## config.mk

```make
export PLATFORM = sky130hd
export DESIGN_NAME = io_wb_bridge_flat
export DESIGN_NICKNAME = d
export VERILOG_FILES = /design/src/rtl/io_wb_pkg.sv /design/src/rtl/io_wb_bridge_if.sv /design/src/rtl/io_strobe_sync.sv /design/src/rtl/io_wb_bridge.sv /design/src/flat_wrapper.sv
export SDC_FILE = /design/constraint.sdc
export NUM_CORES = 1
export LEC_CHECK = 0
export BUFFER_PORTS_ARGS = -buffer_cell sky130_fd_sc_hd__buf_2
export CAP_MARGIN = 30
export CORE_MARGIN = 2
export CORE_UTILIZATION = 46
export DETAILED_ROUTE_END_ITERATION = 10
export HOLD_SLACK_MARGIN = 0.02
export PLACE_DENSITY = 0.83
export SLEW_MARGIN = 15
export SYNTH_ARGS = -nofsm -noshare
export SYNTH_HDL_FRONTEND = slang
export SYNTH_SLANG_ARGS = --single-unit
export TNS_END_PERCENT = 20
```

## constraint.sdc

```tcl
create_clock -name clk_i -period 5.3 [get_ports clk_i]
set_input_delay 0 -clock clk_i [delete_from_list [all_inputs] [get_ports clk_i]]
set_output_delay 0 -clock clk_i [all_outputs]
set_load 0.05 [all_outputs]
```

## src/rtl/io_wb_pkg.sv

```systemverilog
// Shared types and helpers for the Z80 IO to Wishbone bridge.
// Used by io_wb_bridge and its interface.
package io_wb_pkg;

  typedef enum logic [1:0] {
    ST_IDLE   = 2'd0,
    ST_STROBE = 2'd1,
    ST_DONE   = 2'd2
  } state_e;

  localparam logic [7:0] IDLE_DATA = 8'hFF;

  function automatic int sel_bits(input int n);
    int b;
    b = 0;
    for (int i = 0; i < 31; i++)
      if ((1 << i) < n) b = i + 1;
    return b;
  endfunction

endpackage

```

## src/rtl/io_wb_bridge_if.sv

```systemverilog
// Wishbone side of the Z80 IO bridge: one-hot strobes,
// shared write enable/address/data, per-device read data and ack.
interface io_wb_bridge_if #(
  parameter int NUM_DEV = 16
) ();

  logic [NUM_DEV-1:0]   stb_o;
  logic                 we_o;
  logic [7:0]           adr_o;
  logic [7:0]           dat_o;
  logic [8*NUM_DEV-1:0] dat_i;
  logic [NUM_DEV-1:0]   ack_i;

  modport master (
    output stb_o, we_o, adr_o, dat_o,
    input  dat_i, ack_i
  );

  modport slave (
    input  stb_o, we_o, adr_o, dat_o,
    output dat_i, ack_i
  );

endinterface

```

## src/rtl/io_strobe_sync.sv

```systemverilog
// Two-flop synchroniser for the Z80 IO strobes plus
// rising-edge detect of the combined read/write activity.
module io_strobe_sync (
  input  logic i_clk,
  input  logic i_rst,
  input  logic i_niorq,
  input  logic i_nrd,
  input  logic i_nwr,
  output logic o_io_wr,
  output logic o_act,
  output logic o_start
);

  logic [2:0] r_s1;
  logic [2:0] r_s2;
  logic       r_act_d;
  logic       w_io_rd;
  logic       w_io_wr;
  logic       w_act;

  always_ff @(posedge i_clk) begin
    if (i_rst) begin
      r_s1    <= 3'b111;
      r_s2    <= 3'b111;
      r_act_d <= 1'b0;
    end else begin
      r_s1    <= {i_niorq, i_nrd, i_nwr};
      r_s2    <= r_s1;
      r_act_d <= w_act;
    end
  end

  assign w_io_rd = !r_s2[2] && !r_s2[1];
  assign w_io_wr = !r_s2[2] && !r_s2[0];
  assign w_act   = w_io_rd || w_io_wr;

  assign o_io_wr = w_io_wr;
  assign o_act   = w_act;
  assign o_start = w_act && !r_act_d;

endmodule

```

## src/rtl/io_wb_bridge.sv

```systemverilog
// Z80 IO cycle to Wishbone bridge with NUM_DEV one-hot device strobes.
// Define IO_WB_TIMEOUT_EN to enable the ack-timeout abort and err_o.
module io_wb_bridge
  import io_wb_pkg::*;
#(
  parameter int NUM_DEV     = 16,
  parameter int ACK_TIMEOUT = 15
) (
  input  logic            clk_i,
  input  logic            rst_i,
  input  logic [7:0]      A_i,
  input  logic [7:0]      D_i,
  output logic [7:0]      D_o,
  input  logic            nrd_i,
  input  logic            nwr_i,
  input  logic            niorq_i,
  output logic            nwait_o,
  io_wb_bridge_if.master  wb,
  output logic            err_o
);

  localparam int SEL_BITS = sel_bits(NUM_DEV);

  localparam logic [1:0] IDLE   = ST_IDLE;
  localparam logic [1:0] STROBE = ST_STROBE;
  localparam logic [1:0] DONE   = ST_DONE;

  logic [1:0]          r_state;
  logic [NUM_DEV-1:0]  r_stb;
  logic                r_we;
  logic [7:0]          r_adr;
  logic [7:0]          r_dat;
  logic [7:0]          r_do;
  logic [SEL_BITS-1:0] r_sel;

  logic                w_io_wr;
  logic                w_act;
  logic                w_start;
  logic [SEL_BITS-1:0] w_sel;
  logic                w_ack;
  logic [7:0]          w_rdat;
  logic                w_tmo;

  io_strobe_sync u_sync (
    .i_clk   (clk_i),
    .i_rst   (rst_i),
    .i_niorq (niorq_i),
    .i_nrd   (nrd_i),
    .i_nwr   (nwr_i),
    .o_io_wr (w_io_wr),
    .o_act   (w_act),
    .o_start (w_start)
  );

  assign w_sel  = A_i[7 -: SEL_BITS];
  assign w_ack  = wb.ack_i[r_sel];
  assign w_rdat = wb.dat_i[{r_sel, 3'b000} +: 8];

`ifdef IO_WB_TIMEOUT_EN
  logic [7:0] r_cnt;
  logic       r_err;

  assign w_tmo = (r_cnt == 8'(ACK_TIMEOUT - 1));

  always_ff @(posedge clk_i) begin
    if (rst_i) begin
      r_cnt <= 8'd0;
      r_err <= 1'b0;
    end else begin
      if (r_state == IDLE)
        r_cnt <= 8'd0;
      else if (r_state == STROBE)
        r_cnt <= r_cnt + 8'd1;
      if (r_state == STROBE && !w_ack && w_act && w_tmo)
        r_err <= 1'b1;
    end
  end

  assign err_o = r_err;
`else
  assign w_tmo = 1'b0;
  assign err_o = 1'b0;
`endif

  always_ff @(posedge clk_i) begin
    if (rst_i) begin
      r_state <= IDLE;
      r_stb   <= '0;
      r_we    <= 1'b0;
      r_adr   <= IDLE_DATA;
      r_dat   <= IDLE_DATA;
      r_do    <= IDLE_DATA;
      r_sel   <= '0;
    end else begin
      unique case (1'b1)
        (r_state == IDLE): begin
          r_do <= IDLE_DATA;
          if (w_start) begin
            r_adr   <= A_i;
            r_dat   <= D_i;
            r_we    <= w_io_wr;
            r_sel   <= w_sel;
            r_stb   <= NUM_DEV'(1) << w_sel;
            r_state <= STROBE;
          end
        end
        (r_state == STROBE): begin
          // ack wins over a cycle end seen in the same clock
          if (w_ack) begin
            r_stb   <= '0;
            r_we    <= 1'b0;
            if (!r_we) r_do <= w_rdat;
            r_state <= DONE;
          end else if (!w_act) begin
            r_stb   <= '0;
            r_we    <= 1'b0;
            r_state <= IDLE;
          end else if (w_tmo) begin
            r_stb   <= '0;
            r_we    <= 1'b0;
            r_do    <= IDLE_DATA;
            r_state <= DONE;
          end
        end
        (r_state == DONE): begin
          if (!w_act) begin
            r_do    <= IDLE_DATA;
            r_state <= IDLE;
          end
        end
        default: begin
          r_stb   <= '0;
          r_we    <= 1'b0;
          r_do    <= IDLE_DATA;
          r_state <= IDLE;
        end
      endcase
    end
  end

  assign wb.stb_o = r_stb;
  assign wb.we_o  = r_we;
  assign wb.adr_o = r_adr;
  assign wb.dat_o = r_dat;
  assign D_o      = r_do;

  // CPU is released once the transfer is done, even while strobes stay low
  assign nwait_o = !(!niorq_i && (!nrd_i || !nwr_i) && r_state != DONE);

endmodule

```

## src/flat_wrapper.sv

```systemverilog
// flat-port wrapper written by rule: the top's interface ports become plain ports
module io_wb_bridge_flat import io_wb_pkg::*;
#(
  parameter int NUM_DEV     = 16,
  parameter int ACK_TIMEOUT = 15
)
  (clk_i, rst_i, A_i, D_i, D_o, nrd_i, nwr_i, niorq_i, nwait_o, err_o, wb_stb_o, wb_we_o, wb_adr_o, wb_dat_o, wb_dat_i, wb_ack_i);
  io_wb_bridge_if #(.NUM_DEV(NUM_DEV)) wb_i ();
  input  logic clk_i;
  input  logic rst_i;
  input  logic [7:0] A_i;
  input  logic [7:0] D_i;
  output logic [7:0] D_o;
  input  logic nrd_i;
  input  logic nwr_i;
  input  logic niorq_i;
  output logic nwait_o;
  output logic err_o;
  output wire logic [$bits(wb_i.stb_o)-1:0] wb_stb_o;
  output wire logic [$bits(wb_i.we_o)-1:0] wb_we_o;
  output wire logic [$bits(wb_i.adr_o)-1:0] wb_adr_o;
  output wire logic [$bits(wb_i.dat_o)-1:0] wb_dat_o;
  input wire logic [$bits(wb_i.dat_i)-1:0] wb_dat_i;
  input wire logic [$bits(wb_i.ack_i)-1:0] wb_ack_i;
  assign wb_stb_o = wb_i.stb_o;
  assign wb_we_o = wb_i.we_o;
  assign wb_adr_o = wb_i.adr_o;
  assign wb_dat_o = wb_i.dat_o;
  assign wb_i.dat_i = wb_dat_i;
  assign wb_i.ack_i = wb_ack_i;
  io_wb_bridge #(.NUM_DEV(NUM_DEV), .ACK_TIMEOUT(ACK_TIMEOUT)) u_core (.clk_i(clk_i), .rst_i(rst_i), .A_i(A_i), .D_i(D_i), .D_o(D_o), .nrd_i(nrd_i), .nwr_i(nwr_i), .niorq_i(niorq_i), .nwait_o(nwait_o), .wb(wb_i), .err_o(err_o));
endmodule
```

==> results of run 1 <==
## power by group through the flow
stage	Sequential (mW)	Clock, mW	Combinational (mW)
floorplan	0.435	0	0.0655
global placement	0.427	0	0.142
detailed placement	0.427	0	0.145
CTS	0.418	0.238	0.156
global route	0.419	0.252	0.170
finish	0.418	0.234	0.157
## registers in the layout, summed over array words and instances, names as in the netlist
name / flops
u_core.wb.dat_o: 8
u_core.u_sync.r_s2: 3
u_core.u_sync.r_act_d: 1
u_core.r_state: 2
u_core.wb.stb_o: 16
u_core.D_o: 8
u_core.wb.adr_o: 8
u_core.u_sync.r_s1: 3
u_core.r_sel: 4
u_core.wb.we_o: 1
## through the flow
stage / instances / setup slack [ps] / area (um^2) / total power, mW / hold WS (ps)
2_1_floorplan: 320 / 3520 / 3180 / 0.501 / 107
3_3_place_gp: 582 / 2740 / 4180 / 0.568 / 206
3_5_place_dp: 582 / 2620 / 4180 / 0.572 / 206
4_1_cts: 609 / 2590 / 4460 / 0.811 / 141
5_1_grt: 609 / 2430 / 4460 / 0.841 / 185
6_report: 609 / 2630 / 4460 / 0.809 / 147
## layout make-up
cell class,count,area share [%]
inverters,1,0.0841
clock buffers,5,1.54
flip-flops and latches,54,24.3
multi-input cells,239,43.6
repair buffers,227,27.7
well taps,80,2.24
clock inverters,3,0.561
## layer usage
metal  track usage [%]  vias to the layer above  wire, um
met2              43.4                      167      5110
met1              34.6                     1582      4330
li1                  -                     1606         -
met3              5.59                       13       830
met5                 0                        -         0
met4              6.53                        0       163
## worst register-to-register path: stages, from the launching register on
cell	delay (ps)
dfxtp_2	880
mux4_2	600
nand2b_4	160
a31oi_1	190
o21a_1	530
a22o_1	250
## logic make-up after synthesis
group | Yosys count | synth area share, %
other | 1 | 0.118
muxes | 71 | 29.4
AOI/OAI and AO/OA | 63 | 16.6
and+or+nand+nor | 104 | 15.1
DFF | 54 | 34.0
buffers and inverters | 27 | 4.65
## what timing repair did
item	CTS	global route
hold endpoints to repair	21	0
hold buffers	19	0
endpoints found under the setup margin	0	0
## Yosys cell counts (all sizes together), types with 2 or more instances
| library cell | number | area share [%] |
|---|---|---|
| nor3b | 2 | 0.47 |
| nor2 | 16 | 1.9 |
| o211a | 8 | 2.5 |
| mux4 | 17 | 12 |
| a22o | 17 | 4.7 |
| a21o | 2 | 0.47 |
| o2111ai | 8 | 2.2 |
| dfxtp | 54 | 34 |
| a21oi | 11 | 1.7 |
| or2 | 7 | 1.4 |
| nand2 | 49 | 5.8 |
| a22oi | 8 | 1.9 |
| nand3 | 14 | 2.2 |
| clkbuf | 11 | 1.3 |
| mux2i | 45 | 14 |
| and3 | 2 | 0.39 |
| nor2b | 5 | 0.99 |
| buf | 15 | 3.2 |
| mux2 | 9 | 3.2 |
| nor3 | 3 | 0.47 |
| nand2b | 4 | 1.0 |
## final timing paths
check	endpoint	depth (start not counted)
min	u_core.u_sync.r_act_d$_SDFF_PP0_	2
max reg2reg	u_core.wb.stb_o[15]$_SDFFE_PP0P_	5
max	u_core.wb.stb_o[15]$_SDFFE_PP0P_	5
min reg2reg	u_core.u_sync.r_s2[0]$_SDFF_PP1_	1
==> metrics.yaml, run 1 <==
status:
  status: "finished, final reports clean"
clock_network:
  postCtsSetupBuffers: 0
  h-tree-depth: 2
  clk_pin_slew_ps: 110
  cts-resized-gates: 0
  cts_tree: "built"
  clk_latency_ps: 320
  numCtsBuffers: 5
  cts_buffer_depth: 2
  cts_root_buffer: "clkbuf_8"
  clock-sinks: 54
power:
  switching_share_pct: 26.5
  power.density_mw_per_mm2: 181
  switchingPower_mw: 0.215
  p_leak_nw: 2.08
  intPower_mw: 0.594
  pwr-share-seq_pct: 51.6
  pwr-share-comb_pct: 19.4
  vdd_drop_max_uv: 244
  pwr-share-clk_pct: 28.9
flow_run:
  drv_cap: 0
layout:
  seq_area_mm2: 0.00108
  fillers: 532
  finalCoreUtilization_pct: 66.4
  diodes: 0
  multi_input_area_mm2: 0.00195
  nets: 693
  final_cell_mix: "buf_2 (206), dfxtp_1 (52), nand2_1 (49)"
  area_growth_pct: 40.6
  drive_gt1_share_pct: 48.2
  layout_commonest_cell: "buf_2"
sta:
  finClkSkew_ps: 14.8
  tightest_slew_ps: 860
  max_slew_margin_pct: 42.6
  min_period_over_period_pct: 50.5
  drv_slew: 0
  hold_viol_final: 0
  fmax_ghz: 0.374
  rsz0062_at_grt: "no"
  layout_min_cycle_time_ps: 2670
  final.setup.tns_ps: 0
  finalSetupViolCount: 0
setup_path:
  cp.required_ps: 5550
  crit_fanout: 28
  path_class: "reg2reg"
  path_delay_family: "compound AO/OA/AOI/OAI gates"
  critPathBufInv: 0
  ff2ff_setup_slack_ps: 2630
  cpPeakStageDelay_ps: 880
  critPathLaunch: "u_core.r_sel[0]$_SDFFE_PP0P_"
  worstPathCellList: "mux4_2, nand2b_4, a31oi_1, o21a_1, a22o_1"
  endpoint_kind: "register"
  slowest_stage: "dfxtp_2"
  start_kind: "register"
  crit_arrival_ps: 2930
  r2r-start: "u_core.r_sel[0]$_SDFFE_PP0P_"
detailed_routing:
  via_count: 3368
  wl_per_cell_um: 17.1
  totalWireLength_mm: 10.4
  dr.pass1.iters: 5
  viasPerCell: 5.53
  ant_nets: 0
  dr.first_iter.drc_count: 179
  post-route-drc-count: 0
synth:
  ys_seq_elements: 54
  syn-cell-area_mm2: 0.00318
  syn_inst: 320
  seq_area_frac_synth_pct: 34.0
  synth_flop_cell: "dfxtp_1"
  syn-num-nets: 485
  synthArstFlopShare_pct: 0
  synth_edf_count: 0
  ys.warnings.count: 0
  avgSynthCellArea_um2: 9.92
  ys_types: 39
place:
  place_congestion: 0.831
  io_buffers: 206
  dp_hpwl_mm: 7.95
die:
  io_pins: 208
  die_w_um: 87.1
  die_y_um: 87.1
  core_area_mm2: 0.00672
  rows: 30
  start_util_pct: 47.3
  dieArea_mm2: 0.00758
grt:
  grt_pass1_vias: 3260
  grt_max_degree: 43
  grt_antenna_before_repair: 0
  track_usage_pct: 26.1
  grt_pass1_wl_mm: 15.6
  grt-ovfl-total: 0
worst_hold_path:
  worst_hold_path_type: "in2reg"
  min_from: "rst_i"
(Power assumes the default switching activity.)
==> inputs of run 2 (changes only) <==
--- a/config.mk
+++ b/config.mk
@@ -8,10 +8,10 @@
 export BUFFER_PORTS_ARGS = -buffer_cell sky130_fd_sc_hd__buf_2
 export CAP_MARGIN = 30
 export CORE_MARGIN = 2
-export CORE_UTILIZATION = 46
+export CORE_UTILIZATION = 39
 export DETAILED_ROUTE_END_ITERATION = 10
 export HOLD_SLACK_MARGIN = 0.02
-export PLACE_DENSITY = 0.83
+export PLACE_DENSITY = 0.74
 export SLEW_MARGIN = 15
 export SYNTH_ARGS = -nofsm -noshare
 export SYNTH_HDL_FRONTEND = slang
==> constraint.sdc (replaced) <==
create_clock -name clk_i -period 2.3 [get_ports clk_i]
set_input_delay 0 -clock clk_i [delete_from_list [all_inputs] [get_ports clk_i]]
set_output_delay 0 -clock clk_i [all_outputs]
set_load 0.05 [all_outputs]
==> metrics.yaml, run 2 (synthesis results as in run 1) <==
die:
  die_y_um: 94.2
  core_area_mm2: 0.00781
  rows: 32
  io_pins: 208
  die_w_um: 94.2
  start_util_pct: 40.7
  dieArea_mm2: 0.00888
layout:
  final_cell_mix: "buf_2 (206), dfxtp_1 (52), nand2_1 (49)"
  area_growth_pct: 43.6
  finalInstanceArea_mm2: 0.00456
  nets: 700
  largest_reg_flops: 16
  fillers: 705
  seq_area_mm2: 0.00108
  finalCoreUtilization_pct: 58.4
  final_cells: 639
  layout_commonest_cell: "buf_2"
  multi_input_area_mm2: 0.00195
  drive_gt1_share_pct: 48.6
setup_path:
  crit_fanout: 17
  endpoint_kind: "register"
  r2r-start: "u_core.r_sel[0]$_SDFFE_PP0P_"
  ff2ff_setup_slack_ps: 270
  path_class: "reg2reg"
  cp.required_ps: 2540
  start_kind: "register"
  crit_arrival_ps: 2270
  critPathLaunch: "u_core.r_sel[0]$_SDFFE_PP0P_"
detailed_routing:
  ant_nets: 0
  highest_layer: "met4"
  totalWireLength_mm: 10.8
  via_count: 3318
  post-route-drc-count: 0
  wl_per_cell_um: 16.8
  wl_met2_mm: 5.39
  dr.first_iter.drc_count: 124
  viasPerCell: 5.19
  dr.pass1.iters: 4
  m1WireLength_mm: 4.32
  dr_wl_met3_um: 900
sta:
  finClkSkew_ps: 14.6
  fmax_ghz: 0.492
  hold_viol_final: 0
  min_period_over_period_pct: 88.4
  finalSetupViolCount: 0
  tightest_slew_ps: 608
  drv_slew: 0
  max_slew_margin_pct: 59.4
  rsz0062_at_grt: "no"
  fin_hold_ws_ps: 162
  layout_min_cycle_time_ps: 2030
  final.setup.tns_ps: 0
  setup_slack_ps: 267
clock_network:
  clk_latency_ps: 310
  clock-sinks: 54
  h-tree-depth: 2
  cts_tree: "built"
  clk_pin_slew_ps: 90
  numCtsBuffers: 5
  cts_root_buffer: "clkbuf_8"
  cts_buffer_depth: 2
grt:
  grt-ovfl-total: 0
  grt_antenna_before_repair: 2
  grt_pass1_wl_mm: 15.7
  grt_max_degree: 33
  track_usage_pct: 22.5
  grt_pass1_vias: 3268
place:
  placed_cells: 611
  dp_hpwl_mm: 8.30
  dpl_worst_slack_ps: 323
  io_buffers: 206
  place_congestion: 0.833
  dpl_cell_area_mm2: 0.00429
worst_hold_path:
  min_from: "rst_i"
  worst_hold_path_type: "in2reg"
power:
  p_leak_nw: 2.12
  power.density_mw_per_mm2: 403
  total_power_mw: 1.84
  vdd_drop_max_uv: 486
flow_run:
  drv_cap: 0
status:
  status: "finished, final reports clean"
-- run 2: worst paths after layout --
path,end,cells after the start
max,u_core.wb.stb_o[4]$_SDFFE_PP0P_,6
min,u_core.u_sync.r_act_d$_SDFF_PP0_,2
max reg2reg,u_core.wb.stb_o[4]$_SDFFE_PP0P_,6
min reg2reg,u_core.u_sync.r_s2[0]$_SDFF_PP1_,1
-- run 2: critical path: stages (launching register included) --
cell and delay, ps:
dfxtp_2 550, mux4_2 550, nand2b_4 160, a31oi_1 180
o21a_1 150, buf_4 210, a22o_1 170
-- run 2: what timing repair did --
action / CTS / global route
resized for setup: 0 / 0
hold buffers: 19 / 0
endpoints found under the hold margin: 19 / 0
buffers inserted: 0 / 0
-- run 2: metal layers --
| metal | track usage [%] | up-vias |
|---|---|---|
| li1 | - | 1622 |
| met1 | 28.5 | 1542 |
| met2 | 38.2 | 144 |
| met3 | 5.38 | 10 |
| met4 | 6.16 | 0 |
| met5 | 0 | - |
-- run 2: area by class of cell --
| type | instances | area share [%] |
|---|---|---|
| well taps | 102 | 2.80 |
| multi-input cells | 239 | 42.7 |
| clock inverters | 1 | 0.165 |
| diodes | 2 | 0.110 |
| inverters | 1 | 0.0823 |
| repair buffers | 234 | 28.8 |
| flip-flops and latches | 54 | 23.8 |
| clock buffers | 6 | 1.59 |
-- run 2: power by group --
| group | total (mW) | internal, mW | switching [mW] |
|---|---|---|---|
| combinational | 0.371 | 0.205 | 0.166 |
| clock | 0.508 | 0.210 | 0.298 |
| sequential | 0.958 | 0.948 | 0.0103 |
